**config.mk**
```make
export PLATFORM = sky130hd
export DESIGN_NAME = puf_eval_ctrl_flat
export DESIGN_NICKNAME = d
export VERILOG_FILES = /design/src/rtl/puf_eval_ctrl_if.sv /design/src/rtl/puf_eval_ctrl.sv /design/src/flat_wrapper.sv
export SDC_FILE = /design/constraint.sdc
export NUM_CORES = 1
export LEC_CHECK = 0
export CAP_MARGIN = 30
export CORE_MARGIN = 5
export CORE_UTILIZATION = 46
export DETAILED_ROUTE_END_ITERATION = 10
export PLACE_DENSITY = 0.81
export SLEW_MARGIN = 20
export SYNTH_ARGS = -nofsm -noshare
export SYNTH_HDL_FRONTEND = slang
export SYNTH_SLANG_ARGS = --single-unit
```
**constraint.sdc**
```tcl
create_clock -name clk -period 2 [get_ports clk]
set_input_delay 0.3 -clock clk [delete_from_list [all_inputs] [get_ports clk]]
set_output_delay 0.3 -clock clk [all_outputs]
set_load 0.1 [all_outputs]
```
**src/rtl/puf_eval_ctrl_if.sv**
```systemverilog
// ---------------------------------------------------------------------------
// puf_eval_ctrl_if
// Bundles the host handshake and datapath signals of the ring-oscillator PUF
// sequencer so they can travel as a single port.
//
// Signals (direction as seen from the sequencer, i.e. the slave modport):
//   ena        in   design enable; low aborts any evaluation
//   start      in   begin a challenge (honoured only while idle)
//   abort      in   cancel the evaluation and return to idle
//   chal_a/b   in   base oscillator selects for bank A / bank B
//   count_a/b  in   edge counts from the two datapath counters
//   sel_a/b    out  oscillator selects driven to the datapath muxes
//   ro_en      out  oscillator enable
//   cnt_clr    out  edge counter clear
//   busy       out  sequencer is not idle
//   done       out  one-cycle pulse when a response completes
//   resp       out  response register, first evaluated bit in the MSB
//   resp_valid out  resp holds a complete response
//   tie_cnt    out  number of evaluations where the counts were equal
//
// master: host plus datapath side.  slave: the sequencer.
// ---------------------------------------------------------------------------
interface puf_eval_ctrl_if #(
  parameter int SEL_W  = 5,
  parameter int CNT_W  = 32,
  parameter int N_BITS = 8
);
  localparam int TIE_W = $clog2(N_BITS + 1);

  logic              ena;
  logic              start;
  logic              abort;
  logic [SEL_W-1:0]  chal_a;
  logic [SEL_W-1:0]  chal_b;
  logic [CNT_W-1:0]  count_a;
  logic [CNT_W-1:0]  count_b;
  logic [SEL_W-1:0]  sel_a;
  logic [SEL_W-1:0]  sel_b;
  logic              ro_en;
  logic              cnt_clr;
  logic              busy;
  logic              done;
  logic [N_BITS-1:0] resp;
  logic              resp_valid;
  logic [TIE_W-1:0]  tie_cnt;

  modport master (
    output ena, start, abort, chal_a, chal_b, count_a, count_b,
    input  sel_a, sel_b, ro_en, cnt_clr, busy, done, resp, resp_valid, tie_cnt
  );

  modport slave (
    input  ena, start, abort, chal_a, chal_b, count_a, count_b,
    output sel_a, sel_b, ro_en, cnt_clr, busy, done, resp, resp_valid, tie_cnt
  );
endinterface

```
**src/rtl/puf_eval_ctrl.sv**
```systemverilog
// ---------------------------------------------------------------------------
// puf_eval_ctrl
// Sequencer for the ring-oscillator PUF datapath. For every challenge it runs
// N_BITS evaluations; each one selects an oscillator pair, clears the edge
// counters, enables the oscillators for WINDOW cycles, lets the counts settle
// for SETTLE cycles and then compares them into one response bit, which is
// shifted into the response register.
//
// Ports:
//   clk    in  system clock
//   rst_n  in  asynchronous reset, active low
//   bus    slave side of puf_eval_ctrl_if (host handshake + datapath I/O)
// ---------------------------------------------------------------------------
module puf_eval_ctrl #(
  parameter int WINDOW = 256,
  parameter int SETTLE = 4,
  parameter int N_BITS = 8,
  parameter int CNT_W  = 32,
  parameter int SEL_W  = 5
) (
  input  logic            clk,
  input  logic            rst_n,
  puf_eval_ctrl_if.slave  bus
);

  // Bit index needs to reach N_BITS, the timer the longest dwell minus one.
  localparam int KW   = $clog2(N_BITS + 1);
  localparam int TMAX = (WINDOW > SETTLE) ? WINDOW : SETTLE;
  localparam int TW   = (TMAX < 2) ? 1 : $clog2(TMAX);

  typedef enum logic [2:0] {
    S_IDLE,
    S_CLEAR,
    S_RUN,
    S_SETTLE,
    S_COMPARE,
    S_DONE
  } state_e;

  state_e             state_q, state_d;
  logic [TW-1:0]      timer_q, timer_d;
  logic [KW-1:0]      k_q, k_d;
  logic [SEL_W-1:0]   chalA_q, chalA_d;
  logic [SEL_W-1:0]   chalB_q, chalB_d;
  logic [N_BITS-1:0]  resp_q, resp_d;
  logic               respValid_q, respValid_d;
  logic [KW-1:0]      tieCnt_q, tieCnt_d;

  logic               kill;
  logic               timerZero;
  logic               cmpGt;
  logic               cmpEq;
  logic               selActive;
  logic [SEL_W-1:0]   kSel;

  // Abort and a dropped enable share one path back to idle.
  assign kill      = bus.abort || !bus.ena;
  assign timerZero = (timer_q == '0);
  assign cmpGt     = (bus.count_a > bus.count_b);
  assign cmpEq     = (bus.count_a == bus.count_b);

  // The bit index is added modulo 2**SEL_W so the selects wrap naturally.
  assign kSel      = SEL_W'(k_q);
  assign selActive = (state_q == S_CLEAR) || (state_q == S_RUN) ||
                     (state_q == S_SETTLE) || (state_q == S_COMPARE);

  // Register bank; asynchronous reset so ro_en drops the instant rst_n falls.
  always_ff @(posedge clk or negedge rst_n) begin
    if (!rst_n) begin
      state_q     <= S_IDLE;
      timer_q     <= '0;
      k_q         <= '0;
      chalA_q     <= '0;
      chalB_q     <= '0;
      resp_q      <= '0;
      respValid_q <= 1'b0;
      tieCnt_q    <= '0;
    end else begin
      state_q     <= state_d;
      timer_q     <= timer_d;
      k_q         <= k_d;
      chalA_q     <= chalA_d;
      chalB_q     <= chalB_d;
      resp_q      <= resp_d;
      respValid_q <= respValid_d;
      tieCnt_q    <= tieCnt_d;
    end
  end

  // Next-state logic. Each timed state is entered with timer = dwell-1 and
  // leaves when the timer reaches zero. resp_valid is raised on the edge into
  // DONE so it is already high during the done pulse.
  always_comb begin
    state_d     = state_q;
    timer_d     = timer_q;
    k_d         = k_q;
    chalA_d     = chalA_q;
    chalB_d     = chalB_q;
    resp_d      = resp_q;
    respValid_d = respValid_q;
    tieCnt_d    = tieCnt_q;

    if (kill) begin
      state_d     = S_IDLE;
      timer_d     = '0;
      respValid_d = 1'b0;
    end else begin
      case (state_q)
        S_IDLE: begin
          if (bus.start) begin
            chalA_d     = bus.chal_a;
            chalB_d     = bus.chal_b;
            resp_d      = '0;
            respValid_d = 1'b0;
            tieCnt_d    = '0;
            k_d         = '0;
            timer_d     = TW'(1);
            state_d     = S_CLEAR;
          end
        end
        S_CLEAR: begin
          if (timerZero) begin
            timer_d = TW'(WINDOW - 1);
            state_d = S_RUN;
          end else begin
            timer_d = timer_q - TW'(1);
          end
        end
        S_RUN: begin
          if (timerZero) begin
            timer_d = TW'(SETTLE - 1);
            state_d = S_SETTLE;
          end else begin
            timer_d = timer_q - TW'(1);
          end
        end
        S_SETTLE: begin
          if (timerZero) begin
            state_d = S_COMPARE;
          end else begin
            timer_d = timer_q - TW'(1);
          end
        end
        S_COMPARE: begin
          resp_d = {resp_q[N_BITS-2:0], cmpGt};
          if (cmpEq) begin
            tieCnt_d = tieCnt_q + KW'(1);
          end
          k_d = k_q + KW'(1);
          if (k_q == KW'(N_BITS - 1)) begin
            respValid_d = 1'b1;
            state_d     = S_DONE;
          end else begin
            timer_d = TW'(1);
            state_d = S_CLEAR;
          end
        end
        S_DONE: begin
          state_d = S_IDLE;
        end
        default: begin
          state_d = S_IDLE;
        end
      endcase
    end
  end

  // Outputs decode straight from the state register; selects read zero
  // outside the evaluation states so idle/reset shows all-zero outputs.
  assign bus.ro_en      = (state_q == S_RUN);
  assign bus.cnt_clr    = (state_q == S_CLEAR);
  assign bus.busy       = (state_q != S_IDLE);
  assign bus.done       = (state_q == S_DONE);
  assign bus.sel_a      = selActive ? (chalA_q + kSel) : '0;
  assign bus.sel_b      = selActive ? (chalB_q + kSel) : '0;
  assign bus.resp       = resp_q;
  assign bus.resp_valid = respValid_q;
  assign bus.tie_cnt    = tieCnt_q;

endmodule

```
**src/flat_wrapper.sv**
```systemverilog
// flat-port wrapper written by rule: the top's interface ports become plain ports
module puf_eval_ctrl_flat 
#(
  parameter int WINDOW = 256,
  parameter int SETTLE = 4,
  parameter int N_BITS = 8,
  parameter int CNT_W  = 32,
  parameter int SEL_W  = 5
)
  (clk, rst_n, bus_ena, bus_start, bus_abort, bus_chal_a, bus_chal_b, bus_count_a, bus_count_b, bus_sel_a, bus_sel_b, bus_ro_en, bus_cnt_clr, bus_busy, bus_done, bus_resp, bus_resp_valid, bus_tie_cnt);
  puf_eval_ctrl_if #(.SEL_W(SEL_W), .CNT_W(CNT_W), .N_BITS(N_BITS)) bus_i ();
  input  logic clk;
  input  logic rst_n;
  input wire logic [$bits(bus_i.ena)-1:0] bus_ena;
  input wire logic [$bits(bus_i.start)-1:0] bus_start;
  input wire logic [$bits(bus_i.abort)-1:0] bus_abort;
  input wire logic [$bits(bus_i.chal_a)-1:0] bus_chal_a;
  input wire logic [$bits(bus_i.chal_b)-1:0] bus_chal_b;
  input wire logic [$bits(bus_i.count_a)-1:0] bus_count_a;
  input wire logic [$bits(bus_i.count_b)-1:0] bus_count_b;
  output wire logic [$bits(bus_i.sel_a)-1:0] bus_sel_a;
  output wire logic [$bits(bus_i.sel_b)-1:0] bus_sel_b;
  output wire logic [$bits(bus_i.ro_en)-1:0] bus_ro_en;
  output wire logic [$bits(bus_i.cnt_clr)-1:0] bus_cnt_clr;
  output wire logic [$bits(bus_i.busy)-1:0] bus_busy;
  output wire logic [$bits(bus_i.done)-1:0] bus_done;
  output wire logic [$bits(bus_i.resp)-1:0] bus_resp;
  output wire logic [$bits(bus_i.resp_valid)-1:0] bus_resp_valid;
  output wire logic [$bits(bus_i.tie_cnt)-1:0] bus_tie_cnt;
  assign bus_i.ena = bus_ena;
  assign bus_i.start = bus_start;
  assign bus_i.abort = bus_abort;
  assign bus_i.chal_a = bus_chal_a;
  assign bus_i.chal_b = bus_chal_b;
  assign bus_i.count_a = bus_count_a;
  assign bus_i.count_b = bus_count_b;
  assign bus_sel_a = bus_i.sel_a;
  assign bus_sel_b = bus_i.sel_b;
  assign bus_ro_en = bus_i.ro_en;
  assign bus_cnt_clr = bus_i.cnt_clr;
  assign bus_busy = bus_i.busy;
  assign bus_done = bus_i.done;
  assign bus_resp = bus_i.resp;
  assign bus_resp_valid = bus_i.resp_valid;
  assign bus_tie_cnt = bus_i.tie_cnt;
  puf_eval_ctrl #(.WINDOW(WINDOW), .SETTLE(SETTLE), .N_BITS(N_BITS), .CNT_W(CNT_W), .SEL_W(SEL_W)) u_core (.clk(clk), .rst_n(rst_n), .bus(bus_i));
endmodule
```
==> reports/qor.yml, run 1 <==
routing:
  wl_mm: 10.46
  ant_nets: 0
  vias_per_cell: 5.693
  vias: 3262
  drt_iter0_markers: 172
  drc_errors: 0
  drt_pass1_iterations: 5
  wl_per_cell_um: 18.26
synthesis:
  syn-cell-area_mm2: 0.003095
  ys_ff_latch: 38
  synth_top_area_share_pct: 30.72
  synth.distinct_cells: 53
  yosysTopAreaCell: "dfrtp_1"
  ys.flop_type: "dfrtp_1"
  yosysMostFrequentCell: "nand2_1"
  ys_seq_area_share_pct: 30.72
  async_flop_share_pct: 100.0
  syn_inst: 348
  ys_top_cells_by_area: "dfrtp_1 31%, ha_1 18%, nand2_1 5.7%"
  synth_edf_count: 0
  syn_area_per_cell_um2: 8.895
  synth_nets: 473
  ys_top_cells_by_count: "47 x nand2_1, 44 x ha_1, 44 x inv_1"
  yosysWarnings: 0
placement:
  place_hpwl_mm: 6.791
  placed_cells: 553
  place_area_mm2: 0.004628
  numPortBuffers: 105
  gp_congestion: 0.8641
hold_path:
  hold_path.class: "primary input to asynchronous set/reset pin"
critical_path:
  cp_data_arrival_time_ns: 2.04
  crit_type: "flop to output pin"
  worstRegToRegCells: 7
  cp.required_ns: 1.70
  worstSetupStartpointType: "flop"
  worstSetupEndpointType: "output pin"
  crit_fanout: 3
cts:
  clk_pin_slew_ns: 0.08
  cts_made_buffers: 5
  cts_tree: "done"
  clock_path_buffers: 2
  cts_num_sinks: 38
  h-tree-depth: 2
  worstSkewPairLatency_ns: 0.29
  root_buffer: "clkbuf_8"
power:
  leakage_nw: 2.683
  power.density_mw_per_mm2: 439.6
  peakVddDrop_v: 0.0003260
global_routing:
  antenna_found_initial: 0
  grt_start_max_net_pins: 39
  grt_usage_pct: 20.57
  grt_pass1_vias: 3209
  grt_pass1_wl_mm: 14.40
  grt-ovfl-total: 0
timing:
  slew_headroom_pct: 67.20
  setup_violations: 12
  fin_crit_ns: 2.343
  fin_setup_tns_ns: -1.942
  grt_setup_unrepaired: "true"
  slew_violations: 0
  setup_ws_ns: -0.3430
  fin_worst_skew_ns: 0.005817
  fmaxAchievable_mhz: 426.8
  post-route-period-util_pct: 117.2
  finalHoldViolCount: 0
  tightest_slew_ns: 0.4919
die:
  fp.dieW_um: 92.03
  pin_count: 106
  core_region_area_mm2: 0.006459
  fp-row-count: 29
  die_height_um: 92.03
  dieArea_mm2: 0.008470
  start_util_pct: 47.93
final_layout:
  regArea_um2: 950.9
  fin_cells: 573
  final_area_mm2: 0.005388
  num_antenna_cells: 0
  fillers: 341
  nNetsFinal: 620
  syn2layout_area_growth_pct: 74.05
  layout-drive-gt1-share_pct: 36.09
  multi_input_area_mm2: 0.002545
outcome:
  outcome: "complete, but fails checks"
  violations: "setup timing"
flow_run:
  max_cap_violations: 0
[where the power goes]
part,switching (mW),internal [mW]
clock network,0.277,0.246
registers,0.0391,0.816
logic,0.516,0.475
total,0.832,1.54
[critical path: stages (launching register included)]
cell and delay (ns):
dfrtp_1 0.42, ha_2 0.22, inv_2 0.04, fa_2 0.34
inv_1 0.06, a21o_1 0.12, a21oi_2 0.07, xor2_2 0.19
nor2_4 0.11, buf_12 0.18
[cell families after synthesis]
| family | after synthesis | share of synthesized area (%) |
|---|---|---|
| compound gates | 76 | 16.86 |
| fa+ha+maj | 46 | 19.08 |
| xor+xnor | 9 | 2.547 |
| mux | 4 | 1.374 |
| simple gates | 122 | 22.43 |
| buf+inv | 53 | 6.992 |
| flops | 38 | 30.72 |
[cells in the final DEF, fill, tap and decap left out, types with 13 or more instances in the layout]
cell,n
a21oi_1,17
buf_12,14
buf_4,55
clkdlybuf4s50_1,41
dfrtp_1,38
dlymetal6s2s_1,26
ha_1,13
ha_4,29
inv_1,20
inv_2,24
nand2_1,45
[what timing repair did]
item / in CTS / in global routing
hold endpoints to repair: 0 / 0
pin swaps: 29 / 39
setup endpoints to repair: 11 / 16
hold buffers: 0 / 0
gates resized for setup: 46 / 75
setup buffers: 5 / 7
[sequential cells by signal, indices dropped and copies added (netlist names)]
name / cells
u_core.bus.resp: 8
u_core.bus.tie_cnt: 4
u_core.chalA_q: 5
u_core.k_q: 4
u_core.chalB_q: 5
u_core.timer_q: 8
u_core.state_q: 3
u_core.bus.resp_valid: 1
[area by class of cell]
cell class / count / area share [%]
sequential: 38 / 17.65
timing repair buffer: 149 / 28.66
multi-input combinational: 257 / 47.24
clock inverter: 2 / 0.2555
tap: 77 / 1.788
clock buffer: 6 / 1.347
inverter: 44 / 3.065
[metal layers]
layer | share of wire [%] | GRT usage, % | vias up
met5 | 0 | 0 | -
met4 | 3.4 | 5.693 | 0
met3 | 6.4 | 4.664 | 28
met2 | 51 | 38.50 | 146
met1 | 39 | 23.34 | 1567
li1 | - | - | 1521
[through the flow]
step	hold WS [ns]	worst slack [ns]	power [mW]	utilization (%)
finish	0.05359	-0.3430	2.368	83.42
global route	0.1022	-0.4365	2.485	83.42
CTS	0.07872	-0.3318	2.259	77.14
detailed placement	0.3834	-0.3703	1.676	71.66
global placement	0.3770	-0.3077	1.649	71.66
floorplan	0.004409	-0.1859	1.322	-
[final timing paths]
kind	slack, ns	from	end
setup / recovery	-0.34	u_core.k_q[0]	bus_sel_b[4]
hold / removal	0.05	rst_n	u_core.chalB_q[4]
setup reg to reg	0.07	u_core.k_q[0]	u_core.timer_q[4]
hold reg to reg	0.49	u_core.chalA_q[3]	u_core.chalA_q[3]
max in group asynchronous	1.59	rst_n	u_core.chalB_q[0]
min in group clk	0.49	u_core.chalA_q[3]	u_core.chalA_q[3]
Power figures use the tool's default switching activity.
==> inputs of run 2 (changes only) <==
GPL_TIMING_DRIVEN = 1   (was unset)
==> results of run 2 <==
Final layout, timing and power as in run 1 (identical DEF).
==> inputs of run 3 (changes only) <==
CORE_MARGIN = 2   (was 5)
PLACE_DENSITY = 0.88   (was 0.81)
==> reports/qor.yml, run 3 (synthesized netlist as in run 1, its figures left out) <==
outcome:
  outcome: "complete, but fails checks"
  violations: "setup timing"
die:
  pin_count: 106
  core_region_area_mm2: 0.006422
  fp.dieW_um: 86.03
  dieArea_mm2: 0.007401
  die_height_um: 86.03
  start_util_pct: 48.20
  fp-row-count: 29
power:
  power_mw: 2.472
  peakVddDrop_v: 0.0003453
  leakage_nw: 2.702
  power.density_mw_per_mm2: 449.0
cts:
  h-tree-depth: 2
  cts_num_sinks: 38
  hold_buffers: 0
  cts_made_buffers: 5
  clk_pin_slew_ns: 0.09
  cts_tree: "done"
  root_buffer: "clkbuf_8"
  clock_path_buffers: 2
  worstSkewPairLatency_ns: 0.31
global_routing:
  grt-ovfl-total: 0
  grt_start_max_net_pins: 39
  antenna_found_initial: 0
  grt_usage_pct: 27.72
  grt_pass1_wl_mm: 16.17
  grt_pass1_vias: 3525
hold_path:
  hold_path.class: "primary input to asynchronous set/reset pin"
final_layout:
  num_antenna_cells: 0
  syn2layout_area_growth_pct: 77.85
  final_common_cell: "buf_4"
  final_cell_mix: "60 x buf_4, 45 x nand2_1, 36 x clkdlybuf4s50_1, 36 x dfrtp_1, 33 x ha_4"
  nNetsFinal: 627
  layout-drive-gt1-share_pct: 39.36
  final_area_mm2: 0.005505
timing:
  slew_headroom_pct: 40.99
  finalHoldViolCount: 0
  tightest_slew_ns: 0.8851
  setup_violations: 14
  fmaxAchievable_mhz: 418.7
  slew_violations: 0
  fin_worst_skew_ns: 0.007951
  post-route-period-util_pct: 119.4
  fin_crit_ns: 2.388
  grt_setup_unrepaired: "true"
  setup_ws_ns: -0.3883
critical_path:
  worstSetupEndpointType: "output pin"
  cp_cell_sequence: "ha_4 -> inv_2 -> fa_2 -> inv_1 -> a21o_1 -> a21oi_2 -> xor2_1 -> nor2_4 -> buf_12"
  cp-startpoint: "u_core.k_q[0]"
  critPathSlowestCell: "dfrtp_2"
  crit_fanout: 3
  cp.required_ns: 1.70
  cp_data_arrival_time_ns: 2.09
  crit_type: "flop to output pin"
  slowest_delay_ns: 0.48
  worstSetupStartpointType: "flop"
  r2r-start: "u_core.k_q[0]"
routing:
  drt_pass1_iterations: 5
  drt_iter0_markers: 371
  vias_per_cell: 6.055
  ant_nets: 0
  wl_per_cell_um: 22.15
  drc_errors: 0
  vias: 3512
  wl_mm: 12.85
placement:
  gp_congestion: 0.8704
  place_hpwl_mm: 6.691
  place_area_mm2: 0.004636
  numPortBuffers: 105
flow_run:
  max_cap_violations: 0
[run 3: changes by cell type in the layout (fill, tap and decap cells not counted), sizes merged]
| cell | before | now |
|---|---|---|
| buf | 72 | 79 |
| dlymetal6s2s | 26 | 25 |
| clkinvlp | 0 | 1 |
| clkdlybuf4s50 | 41 | 36 |
| clkbuf | 6 | 5 |
| dlygate4sd2 | 10 | 16 |
[run 3: repair_timing]
item / 4_1_cts / 5_1_grt
hold endpoints to repair: 0 / 0
setup endpoints to repair: 14 / 18
buffers inserted: 7 / 11
pin swaps: 35 / 40
gates resized for setup: 68 / 74
[run 3: final timing paths]
kind	endpoint	slack, ns	cells after the start
max in group asynchronous	u_core.state_q[2]	1.28	1
min in group clk	u_core.bus.resp[7]	0.51	1
setup / recovery	bus_sel_b[4]	-0.39	9
setup reg to reg	u_core.timer_q[4]	-0.09	8
hold / removal	u_core.bus.tie_cnt[3]	0.11	1
hold reg to reg	u_core.bus.resp[7]	0.51	1
[run 3: per-stage QoR]
step                      utilization [%]  TNS, ns  setup WS, ns  hold slack (ns)  std cells
final                               85.72   -2.082       -0.3883           0.1094        580
after global routing                85.72   -2.810       -0.4245           0.1864        580
after CTS                           79.72   -1.773       -0.3734           0.1244        569
after detailed placement            72.18   -1.594       -0.4070           0.4481        554
after global placement              72.18   -1.208       -0.3250           0.4397        554
after floorplan                         -  -0.3718       -0.1859         0.004409        348
[run 3: report_power, final]
part           total (mW)  leakage (nW)  switching, mW  internal [mW]
logic                1.04          2.15          0.556          0.488
clock network       0.559        0.0441          0.313          0.245
registers           0.869         0.510         0.0534          0.815
[run 3: final cells by class]
cell class	count	area, um2
clock buffer	5	68.82
fill	282	917.1
multi-input combinational	257	2603
tap	77	96.34
sequential	38	953.4
inverter	44	165.2
timing repair buffer	156	1598
clock inverter	3	21.27
[run 3: metal layers]
layer	vias to the layer above	wire (um)	GRT usage, %
met1	1709	4459	28.34
met5	-	0	0
met3	65	782	6.352
met4	0	666	10.97
li1	1524	-	-
met2	214	6939	53.63
[run 3: worst max-delay path: cells and delay by family, from the launching register on]
| family | cells | cell delay, ns |
|---|---|---|
| DFF | 1 | 0.48 |
| adders and majority gates | 2 | 0.40 |
| AOI/OAI and AO/OA | 2 | 0.32 |
| buffers and inverters | 3 | 0.26 |
| xor gates and xnor gates | 1 | 0.24 |
| and+or+nand+nor | 1 | 0.06 |
